===== config.mk =====
export PLATFORM = sky130hd
export DESIGN_NAME = lane_duplicate_seq_flat
export DESIGN_NICKNAME = d
export VERILOG_FILES = /design/src/rtl/lane_dup_pkg.sv /design/src/rtl/lane_duplicate_seq_if.sv /design/src/rtl/lane_dup_mask_fifo.sv /design/src/rtl/lane_duplicate_seq.sv /design/src/flat_wrapper.sv
export SDC_FILE = /design/constraint.sdc
export NUM_CORES = 2
export LEC_CHECK = 0
export BUFFER_PORTS_ARGS = -buffer_cell sky130_fd_sc_hd__buf_2
export CAP_MARGIN = 20
export CELL_PAD_IN_SITES_DETAIL_PLACEMENT = 1
export CELL_PAD_IN_SITES_GLOBAL_PLACEMENT = 1
export CORE_AREA = 2 2 269 271
export DETAILED_ROUTE_END_ITERATION = 6
export DIE_AREA = 0 0 271 273
export PLACE_DENSITY_LB_ADDON = 0.1
export SYNTH_ARGS = -nofsm -noshare
export SYNTH_HDL_FRONTEND = slang
export SYNTH_HIERARCHICAL = 1
export SYNTH_SLANG_ARGS = --single-unit

===== constraint.sdc =====
create_clock -name clk -period 6.5 [get_ports clk]
set_input_delay 0.975 -clock clk [delete_from_list [all_inputs] [get_ports clk]]
set_output_delay 0.975 -clock clk [all_outputs]
set_load 0.01 [all_outputs]

===== src/rtl/lane_dup_pkg.sv =====
// Shared types and helpers for the lane duplicator: lane-index width,
// the full-size mask record and a saturating 32-bit add.
package lane_dup_pkg;

    localparam int MAX_ELEMENTS = 32;
    localparam int MAX_IDX_W    = 5;

    function automatic int idx_w(input int num_elements);
        return (num_elements > 1) ? $clog2(num_elements) : 1;
    endfunction

    // Mask record sized for the widest supported beat; narrower builds use the low lanes.
    typedef struct packed {
        logic [MAX_ELEMENTS-1:0]                dup;
        logic [MAX_ELEMENTS-1:0][MAX_IDX_W-1:0] orig;
    } mask_t;

    function automatic logic [31:0] sat_add32(input logic [31:0] a, input logic [31:0] b);
        logic [32:0] sum;
        sum = {1'b0, a} + {1'b0, b};
        return sum[32] ? 32'hFFFF_FFFF : sum[31:0];
    endfunction

endpackage


===== src/rtl/lane_duplicate_seq_if.sv =====
// Mask, input-stream and output-stream handshakes of the lane duplicator.
// master = traffic source/sink, slave = the duplicator.
interface lane_duplicate_seq_if #(
    parameter int DATA_W       = 32,
    parameter int NUM_ELEMENTS = 8
);
    import lane_dup_pkg::*;

    localparam int IDX_W = idx_w(NUM_ELEMENTS);

    logic                           mask_valid;
    logic                           mask_ready;
    logic [NUM_ELEMENTS-1:0]        mask_dup;
    logic [NUM_ELEMENTS*IDX_W-1:0]  mask_orig;

    logic                           in_valid;
    logic                           in_ready;
    logic [NUM_ELEMENTS*DATA_W-1:0] in_data;
    logic [NUM_ELEMENTS-1:0]        in_keep;
    logic                           in_last;

    logic                           out_valid;
    logic                           out_ready;
    logic [NUM_ELEMENTS*DATA_W-1:0] out_data;
    logic [NUM_ELEMENTS-1:0]        out_keep;
    logic                           out_last;

    modport master (
        output mask_valid, mask_dup, mask_orig,
        output in_valid, in_data, in_keep, in_last,
        output out_ready,
        input  mask_ready, in_ready,
        input  out_valid, out_data, out_keep, out_last
    );

    modport slave (
        input  mask_valid, mask_dup, mask_orig,
        input  in_valid, in_data, in_keep, in_last,
        input  out_ready,
        output mask_ready, in_ready,
        output out_valid, out_data, out_keep, out_last
    );

endinterface


===== src/rtl/lane_dup_mask_fifo.sv =====
// Mask FIFO: head entry is read straight from storage, so a pushed mask
// becomes visible one cycle later (no fall-through). Reports occupancy.
module lane_dup_mask_fifo #(
    parameter  int W     = 32,
    parameter  int DEPTH = 4,
    localparam int LVL_W = $clog2(DEPTH + 1)
) (
    input  logic             clk,
    input  logic             rst_n,
    input  logic             push_valid,
    output logic             push_ready,
    input  logic [W-1:0]     push_data,
    input  logic             pop,
    output logic             head_valid,
    output logic [W-1:0]     head_data,
    output logic [LVL_W-1:0] level
);
    localparam int PTR_W = $clog2(DEPTH);

    logic [PTR_W-1:0] wr_ptr_q, wr_ptr_d;
    logic [PTR_W-1:0] rd_ptr_q, rd_ptr_d;
    logic [LVL_W-1:0] level_q, level_d;
    logic [W-1:0]     mem_q [DEPTH];
    logic [W-1:0]     mem_d [DEPTH];
    logic             do_push;
    logic             do_pop;

    // Full refuses a push even if the head pops in the same cycle.
    assign push_ready = rst_n && (level_q < LVL_W'(DEPTH));
    assign head_valid = (level_q != '0);
    assign head_data  = mem_q[rd_ptr_q];
    assign level      = level_q;
    assign do_push    = push_valid && push_ready;
    assign do_pop     = pop && head_valid;

    always_comb begin
        mem_d    = mem_q;
        wr_ptr_d = wr_ptr_q;
        rd_ptr_d = rd_ptr_q;
        level_d  = level_q;
        if (do_push) begin
            mem_d[wr_ptr_q] = push_data;
            wr_ptr_d        = wr_ptr_q + 1'b1;
        end
        if (do_pop) begin
            rd_ptr_d = rd_ptr_q + 1'b1;
        end
        case ({do_push, do_pop})
            2'b10:   level_d = level_q + 1'b1;
            2'b01:   level_d = level_q - 1'b1;
            default: level_d = level_q;
        endcase
    end

    always_ff @(posedge clk or negedge rst_n) begin
        if (!rst_n) begin
            wr_ptr_q <= '0;
            rd_ptr_q <= '0;
            level_q  <= '0;
        end else begin
            wr_ptr_q <= wr_ptr_d;
            rd_ptr_q <= rd_ptr_d;
            level_q  <= level_d;
        end
    end

    always_ff @(posedge clk) begin
        mem_q <= mem_d;
    end

endmodule


===== src/rtl/lane_duplicate_seq.sv =====
// Lane duplicator: each output lane is either its own input lane or a copy of
// another input lane chosen by the head mask. Counters built with LANE_DUPLICATE_STATS_EN.
module lane_duplicate_seq
    import lane_dup_pkg::*;
#(
    parameter  int DATA_W       = 32,
    parameter  int NUM_ELEMENTS = 8,
    parameter  int MASK_DEPTH   = 4,
    parameter  int PER_PACKET   = 0,
    localparam int IDX_W        = idx_w(NUM_ELEMENTS),
    localparam int LVL_W        = $clog2(MASK_DEPTH + 1)
) (
    input  logic                clk,
    input  logic                rst_n,
    lane_duplicate_seq_if.slave bus,
    output logic [LVL_W-1:0]    mask_level,
    output logic                err_origin,
    output logic [31:0]         stat_beats,
    output logic [31:0]         stat_dups
);
    localparam int MASK_W = NUM_ELEMENTS * (IDX_W + 1);

    logic                           head_valid;
    logic [MASK_W-1:0]              head_flat;
    logic [NUM_ELEMENTS-1:0]        head_dup;
    logic [NUM_ELEMENTS*IDX_W-1:0]  head_orig;
    logic                           in_ready;
    logic                           accept;
    logic                           pop;
    logic [NUM_ELEMENTS*DATA_W-1:0] dup_data;
    logic [NUM_ELEMENTS-1:0]        dup_keep;
    logic                           orig_err;
    logic [IDX_W-1:0]               src;

    logic                           out_valid_q, out_valid_d;
    logic                           out_last_q, out_last_d;
    logic                           err_q, err_d;
    logic [NUM_ELEMENTS*DATA_W-1:0] out_data_q, out_data_d;
    logic [NUM_ELEMENTS-1:0]        out_keep_q, out_keep_d;

    lane_dup_mask_fifo #(
        .W     (MASK_W),
        .DEPTH (MASK_DEPTH)
    ) u_mask_fifo (
        .clk        (clk),
        .rst_n      (rst_n),
        .push_valid (bus.mask_valid),
        .push_ready (bus.mask_ready),
        .push_data  ({bus.mask_orig, bus.mask_dup}),
        .pop        (pop),
        .head_valid (head_valid),
        .head_data  (head_flat),
        .level      (mask_level)
    );

    assign {head_orig, head_dup} = head_flat;

    assign in_ready     = rst_n && head_valid && (!out_valid_q || bus.out_ready);
    assign bus.in_ready = in_ready;
    assign accept       = bus.in_valid && in_ready;
    // In packet mode the head mask stays put until the last beat of the packet.
    assign pop          = accept && ((PER_PACKET == 0) || bus.in_last);

    // Sources always come from the raw input beat, so chained origins never cascade.
    always_comb begin
        dup_data = bus.in_data;
        dup_keep = bus.in_keep;
        orig_err = 1'b0;
        src      = '0;
        for (int i = 0; i < NUM_ELEMENTS; i++) begin
            src = head_orig[i*IDX_W +: IDX_W];
            if (head_dup[i]) begin
                dup_data[i*DATA_W +: DATA_W] = bus.in_data[int'(src)*DATA_W +: DATA_W];
                dup_keep[i]                  = 1'b1;
                if (!bus.in_keep[src]) begin
                    orig_err = 1'b1;
                end
            end
        end
    end

    always_comb begin
        out_valid_d = out_valid_q;
        out_last_d  = out_last_q;
        out_data_d  = out_data_q;
        out_keep_d  = out_keep_q;
        err_d       = err_q;
        if (accept) begin
            out_valid_d = 1'b1;
            out_last_d  = bus.in_last;
            out_data_d  = dup_data;
            out_keep_d  = dup_keep;
            err_d       = err_q | orig_err;
        end else if (bus.out_ready) begin
            out_valid_d = 1'b0;
        end
    end

    always_ff @(posedge clk or negedge rst_n) begin
        if (!rst_n) begin
            out_valid_q <= 1'b0;
            out_last_q  <= 1'b0;
            err_q       <= 1'b0;
        end else begin
            out_valid_q <= out_valid_d;
            out_last_q  <= out_last_d;
            err_q       <= err_d;
        end
    end

    always_ff @(posedge clk) begin
        out_data_q <= out_data_d;
        out_keep_q <= out_keep_d;
    end

    assign bus.out_valid = out_valid_q;
    assign bus.out_last  = out_last_q;
    assign bus.out_data  = out_data_q;
    assign bus.out_keep  = out_keep_q;
    assign err_origin    = err_q;

`ifdef LANE_DUPLICATE_STATS_EN
    logic [31:0] dup_cnt;
    logic [31:0] stat_beats_q, stat_beats_d;
    logic [31:0] stat_dups_q, stat_dups_d;

    always_comb begin
        dup_cnt = '0;
        for (int i = 0; i < NUM_ELEMENTS; i++) begin
            dup_cnt = dup_cnt + {31'd0, head_dup[i]};
        end
        stat_beats_d = stat_beats_q;
        stat_dups_d  = stat_dups_q;
        if (accept) begin
            stat_beats_d = sat_add32(stat_beats_q, 32'd1);
            stat_dups_d  = sat_add32(stat_dups_q, dup_cnt);
        end
    end

    always_ff @(posedge clk or negedge rst_n) begin
        if (!rst_n) begin
            stat_beats_q <= '0;
            stat_dups_q  <= '0;
        end else begin
            stat_beats_q <= stat_beats_d;
            stat_dups_q  <= stat_dups_d;
        end
    end

    assign stat_beats = stat_beats_q;
    assign stat_dups  = stat_dups_q;
`else
    assign stat_beats = '0;
    assign stat_dups  = '0;
`endif

endmodule


===== src/flat_wrapper.sv =====
// flat-port wrapper written by rule: the top's interface ports become plain ports
module lane_duplicate_seq_flat import lane_dup_pkg::*;
#(
    parameter  int DATA_W       = 32,
    parameter  int NUM_ELEMENTS = 8,
    parameter  int MASK_DEPTH   = 4,
    parameter  int PER_PACKET   = 0,
    localparam int IDX_W        = idx_w(NUM_ELEMENTS),
    localparam int LVL_W        = $clog2(MASK_DEPTH + 1)
)
  (clk, rst_n, mask_level, err_origin, stat_beats, stat_dups, bus_mask_valid, bus_mask_dup, bus_mask_orig, bus_in_valid, bus_in_data, bus_in_keep, bus_in_last, bus_out_ready, bus_mask_ready, bus_in_ready, bus_out_valid, bus_out_data, bus_out_keep, bus_out_last);
  lane_duplicate_seq_if #(.DATA_W(DATA_W), .NUM_ELEMENTS(NUM_ELEMENTS)) bus_i ();
  input  logic clk;
  input  logic rst_n;
  output logic [LVL_W-1:0] mask_level;
  output logic err_origin;
  output logic [31:0] stat_beats;
  output logic [31:0] stat_dups;
  input wire logic [$bits(bus_i.mask_valid)-1:0] bus_mask_valid;
  input wire logic [$bits(bus_i.mask_dup)-1:0] bus_mask_dup;
  input wire logic [$bits(bus_i.mask_orig)-1:0] bus_mask_orig;
  input wire logic [$bits(bus_i.in_valid)-1:0] bus_in_valid;
  input wire logic [$bits(bus_i.in_data)-1:0] bus_in_data;
  input wire logic [$bits(bus_i.in_keep)-1:0] bus_in_keep;
  input wire logic [$bits(bus_i.in_last)-1:0] bus_in_last;
  input wire logic [$bits(bus_i.out_ready)-1:0] bus_out_ready;
  output wire logic [$bits(bus_i.mask_ready)-1:0] bus_mask_ready;
  output wire logic [$bits(bus_i.in_ready)-1:0] bus_in_ready;
  output wire logic [$bits(bus_i.out_valid)-1:0] bus_out_valid;
  output wire logic [$bits(bus_i.out_data)-1:0] bus_out_data;
  output wire logic [$bits(bus_i.out_keep)-1:0] bus_out_keep;
  output wire logic [$bits(bus_i.out_last)-1:0] bus_out_last;
  assign bus_i.mask_valid = bus_mask_valid;
  assign bus_i.mask_dup = bus_mask_dup;
  assign bus_i.mask_orig = bus_mask_orig;
  assign bus_i.in_valid = bus_in_valid;
  assign bus_i.in_data = bus_in_data;
  assign bus_i.in_keep = bus_in_keep;
  assign bus_i.in_last = bus_in_last;
  assign bus_i.out_ready = bus_out_ready;
  assign bus_mask_ready = bus_i.mask_ready;
  assign bus_in_ready = bus_i.in_ready;
  assign bus_out_valid = bus_i.out_valid;
  assign bus_out_data = bus_i.out_data;
  assign bus_out_keep = bus_i.out_keep;
  assign bus_out_last = bus_i.out_last;
  lane_duplicate_seq #(.DATA_W(DATA_W), .NUM_ELEMENTS(NUM_ELEMENTS), .MASK_DEPTH(MASK_DEPTH), .PER_PACKET(PER_PACKET)) u_core (.clk(clk), .rst_n(rst_n), .bus(bus_i), .mask_level(mask_level), .err_origin(err_origin), .stat_beats(stat_beats), .stat_dups(stat_dups));
endmodule

==> flow_summary.json <==
{
  "hold_viol": 0,
  "endpoint_kind": "flop",
  "synth_warnings": 6,
  "final_layout_size_suffix_gt1_frac": 0.480,
  "die_area_um2": 74000,
  "ir_worst_vdd_uv": 319,
  "tns_ns": 0,
  "grt_pass1_vias": 24557,
  "hp-class": "primary input to asynchronous set/reset pin",
  "syn_to_final_growth_pct": 14.9,
  "critPathKind": "flop to flop",
  "slew_violations": 0,
  "holdWs_ns": 0.221,
  "maxCapViolations": 0,
  "ant_nets": 0,
  "ctsResizeCount": 0,
  "setup_viol": 0,
  "cts_max_level": 2,
  "fmax_mhz": 249,
  "drt_first_pass_iters": 5,
  "multi_input_area_um2": 18300,
  "die_h_um": 273,
  "fin_util": 0.514,
  "p_leak_nw": 13.4,
  "status": "finished, final reports clean",
  "drc": 0,
  "grt.total_usage": 0.323,
  "core_area_um2": 71000,
  "worstSetupStartpointType": "flop",
  "reg2reg_from": "u_core/u_mask_fifo/rd_ptr_q[0]$_DFFE_PN0P_",
  "yosysSeqAreaShare": 0.379,
  "vias_per_cell": 6.83,
  "powerDensity_nw_per_um2": 513,
  "period_share": 0.619,
  "fillers": 7084,
  "syn_area_um2": 31800,
  "hold_buffers": 0,
  "dp_cells": 3443,
  "final_cells": 3555,
  "synth_top_cell_by_area": "mux4_2",
  "port_buffers": 573,
  "io_pins": 638,
  "ys_top_cells_by_area": "mux4_2, edfxtp_1, mux2i_1, a21oi_1, nor2_1",
  "cts_tree": "yes",
  "arrival_ns": 4.50,
  "initial_core_util": 0.447,
  "die_x_um": 271,
  "clk-insertion-delay-late_ns": 0.66,
  "synth_seq_cells": 402,
  "clk_pin_slew_ns": 0.06,
  "crit_path_top_delay_cell": "mux4_4",
  "cp_top_family": "multiplexers",
  "wl_per_cell_um": 34.4,
  "syn_inst": 2110,
  "post_cts_buffers": 0,
  "first_iter_violations": 2771,
  "cts_buffer_depth": 3,
  "nNetsFinal": 2854,
  "worst_path_most_repeated_cell": "buf_4",
  "hpwl_mm": 75.8,
  "post-synth-top-count-cell": "mux4_2",
  "rows": 98,
  "crit_start": "u_core/u_mask_fifo/rd_ptr_q[0]$_DFFE_PN0P_",
  "crit_fanout": 38,
  "crit_chain": "buf_4, mux4_4, buf_4, mux2i_1, nand4b_1, nand4_1, a2111oi_0, a31oi_1",
  "vias": 24281,
  "min_period_ns": 4.02,
  "cp.required_ns": 6.98,
  "synth-async-reset-ratio": 0.0249,
  "tightest_slew_ns": 1.17,
  "cp.buffers_inverters": 2,
  "gp_congestion": 0.841,
  "routed_wl_mm": 122,
  "synth_edf_count": 392,
  "overflow": 0,
  "clock_sinks": 402,
  "slew-limit-headroom": 0.220,
  "numCtsBuffers": 50,
  "synth_common_cells": "mux4_2, edfxtp_1, mux2i_1",
  "yosysTopAreaCellShare": 0.387,
  "yosys.cell_types.count": 44,
  "rsz0062_at_grt": "false",
  "slowest_delay_ns": 1.04,
  "avgSynthCellArea_um2": 15.0,
  "fin_skew_ns": 0.0755,
  "ys_dominant_reg_cell": "edfxtp_1",
  "grt_max_degree": 156,
  "grt_pass1_wl_mm": 176,
  "regArea_um2": 12000,
  "antenna_found_initial": 31,
  "root_buffer": "clkbuf_16"
}
==> layer usage <==
| metal | GRT usage | wire length, µm | vias to the layer above |
|---|---|---|---|
| met3 | 0.0720 | 12100 | 256 |
| met1 | 0.430 | 45700 | 12840 |
| met4 | 0.111 | 3930 | 34 |
| met2 | 0.527 | 60400 | 1532 |
| met5 | 0 | 225 | - |
| li1 | - | - | 9619 |
==> power by group <==
| group | internal [W] | total [W] | switching [W] |
|---|---|---|---|
| Clock | 0.00171 | 0.00298 | 0.00127 |
| Sequential | 0.00375 | 0.00404 | 0.000285 |
| Combinational | 0.00524 | 0.0117 | 0.00645 |
| Total | 0.0107 | 0.0187 | 0.00801 |
==> worst paths after layout <==
| kind | slack [ns] | endpoint | cells after the start |
|---|---|---|---|
| max in group asynchronous | 5.98 | u_core/err_origin$_DFFE_PN0P_ | 1 |
| worst min register to register | 0.49 | u_core/bus.out_last$_DFFE_PN0P_ | 1 |
| worst min-delay path | 0.22 | u_core/u_mask_fifo/level[0]$_DFFE_PN0P_ | 1 |
| min in group clk | 0.49 | u_core/bus.out_last$_DFFE_PN0P_ | 1 |
| worst max register to register | 2.48 | u_core/err_origin$_DFFE_PN0P_ | 8 |
| worst max-delay path | 2.48 | u_core/err_origin$_DFFE_PN0P_ | 8 |
==> kinds of logic after synthesis <==
group                    count (synthesis)  share of synthesized area
AND/OR/NAND/NOR                        313                     0.0415
AO/OA/AOI/OAI                          266                     0.0430
adder cells (fa/ha/maj)                  6                    0.00260
buffers and inverters                  288                     0.0543
flip-flops                             402                      0.379
other                                    1                   0.000118
multiplexers                           828                      0.478
XOR/XNOR                                 6                    0.00166
==> cell type report <==
| cell class | count | area share |
|---|---|---|
| sequential | 402 | 0.330 |
| inverter | 7 | 0.000926 |
| clock buffer | 54 | 0.0347 |
| antenna | 17 | 0.00117 |
| timing repair buffer | 602 | 0.0860 |
| clock inverter | 40 | 0.0130 |
| tap | 950 | 0.0326 |
| multi-input combinational | 1483 | 0.502 |
==> state kept, by name (all words and copies together), names as in the netlist <==
name	cells
u_core/bus.out_data	256
u_core/u_mask_fifo/mem_q	128
u_core/bus.out_keep	8
u_core/u_mask_fifo/level	3
u_core/u_mask_fifo/rd_ptr_q	2
u_core/u_mask_fifo/wr_ptr_q	2
u_core/bus.out_last	1
u_core/bus.out_valid	1
u_core/err_origin	1
==> placed cells by master (no fill, tap or decap), types with 3 or more instances in the layout <==
master	Yosys	final
xor2_1	3	3
mux4_4	0	32
or2_1	8	8
xnor2_1	3	3
nand4b_1	6	6
mux4_2	545	517
a21oi_1	256	256
nor3b_1	4	4
inv_1	6	6
edfxtp_1	392	392
clkinv_2	0	11
dfrtp_1	10	9
nand2_1	10	10
nand4_1	8	8
clkbuf_16	0	50
diode_2	0	17
buf_2	97	573
clkbuf_1	78	4
buf_4	74	26
ha_1	5	5
and3_1	5	5
clkinv_16	0	3
clkinvlp_4	0	9
nor2b_1	4	4
nor2_1	259	259
mux2_1	3	3
a2111oi_0	4	4
clkinv_1	0	7
bufinv_16	0	7
mux2i_1	273	273
conb_1	1	64
==> worst reg2reg max path: stages (launching register included) <==
cell and delay [ns]:
dfrtp_2 0.83, buf_4 0.43, mux4_4 1.04, buf_4 0.50, mux2i_1 0.23, nand4b_1 0.13
nand4_1 0.11, a2111oi_0 0.43, a31oi_1 0.16
==> metrics by stage <==
stage          worst slack [ns]  total power, W  cell area, µm²
3_5_place_dp               2.50          0.0157           34700
4_1_cts                    2.44          0.0187           36400
5_1_grt                    2.21          0.0195           36500
6_report                   2.48          0.0187           36500
2_1_floorplan             0.741          0.0126           32000
3_3_place_gp               2.55          0.0153           34600
No activity file was read; power rests on OpenSTA's default activity.
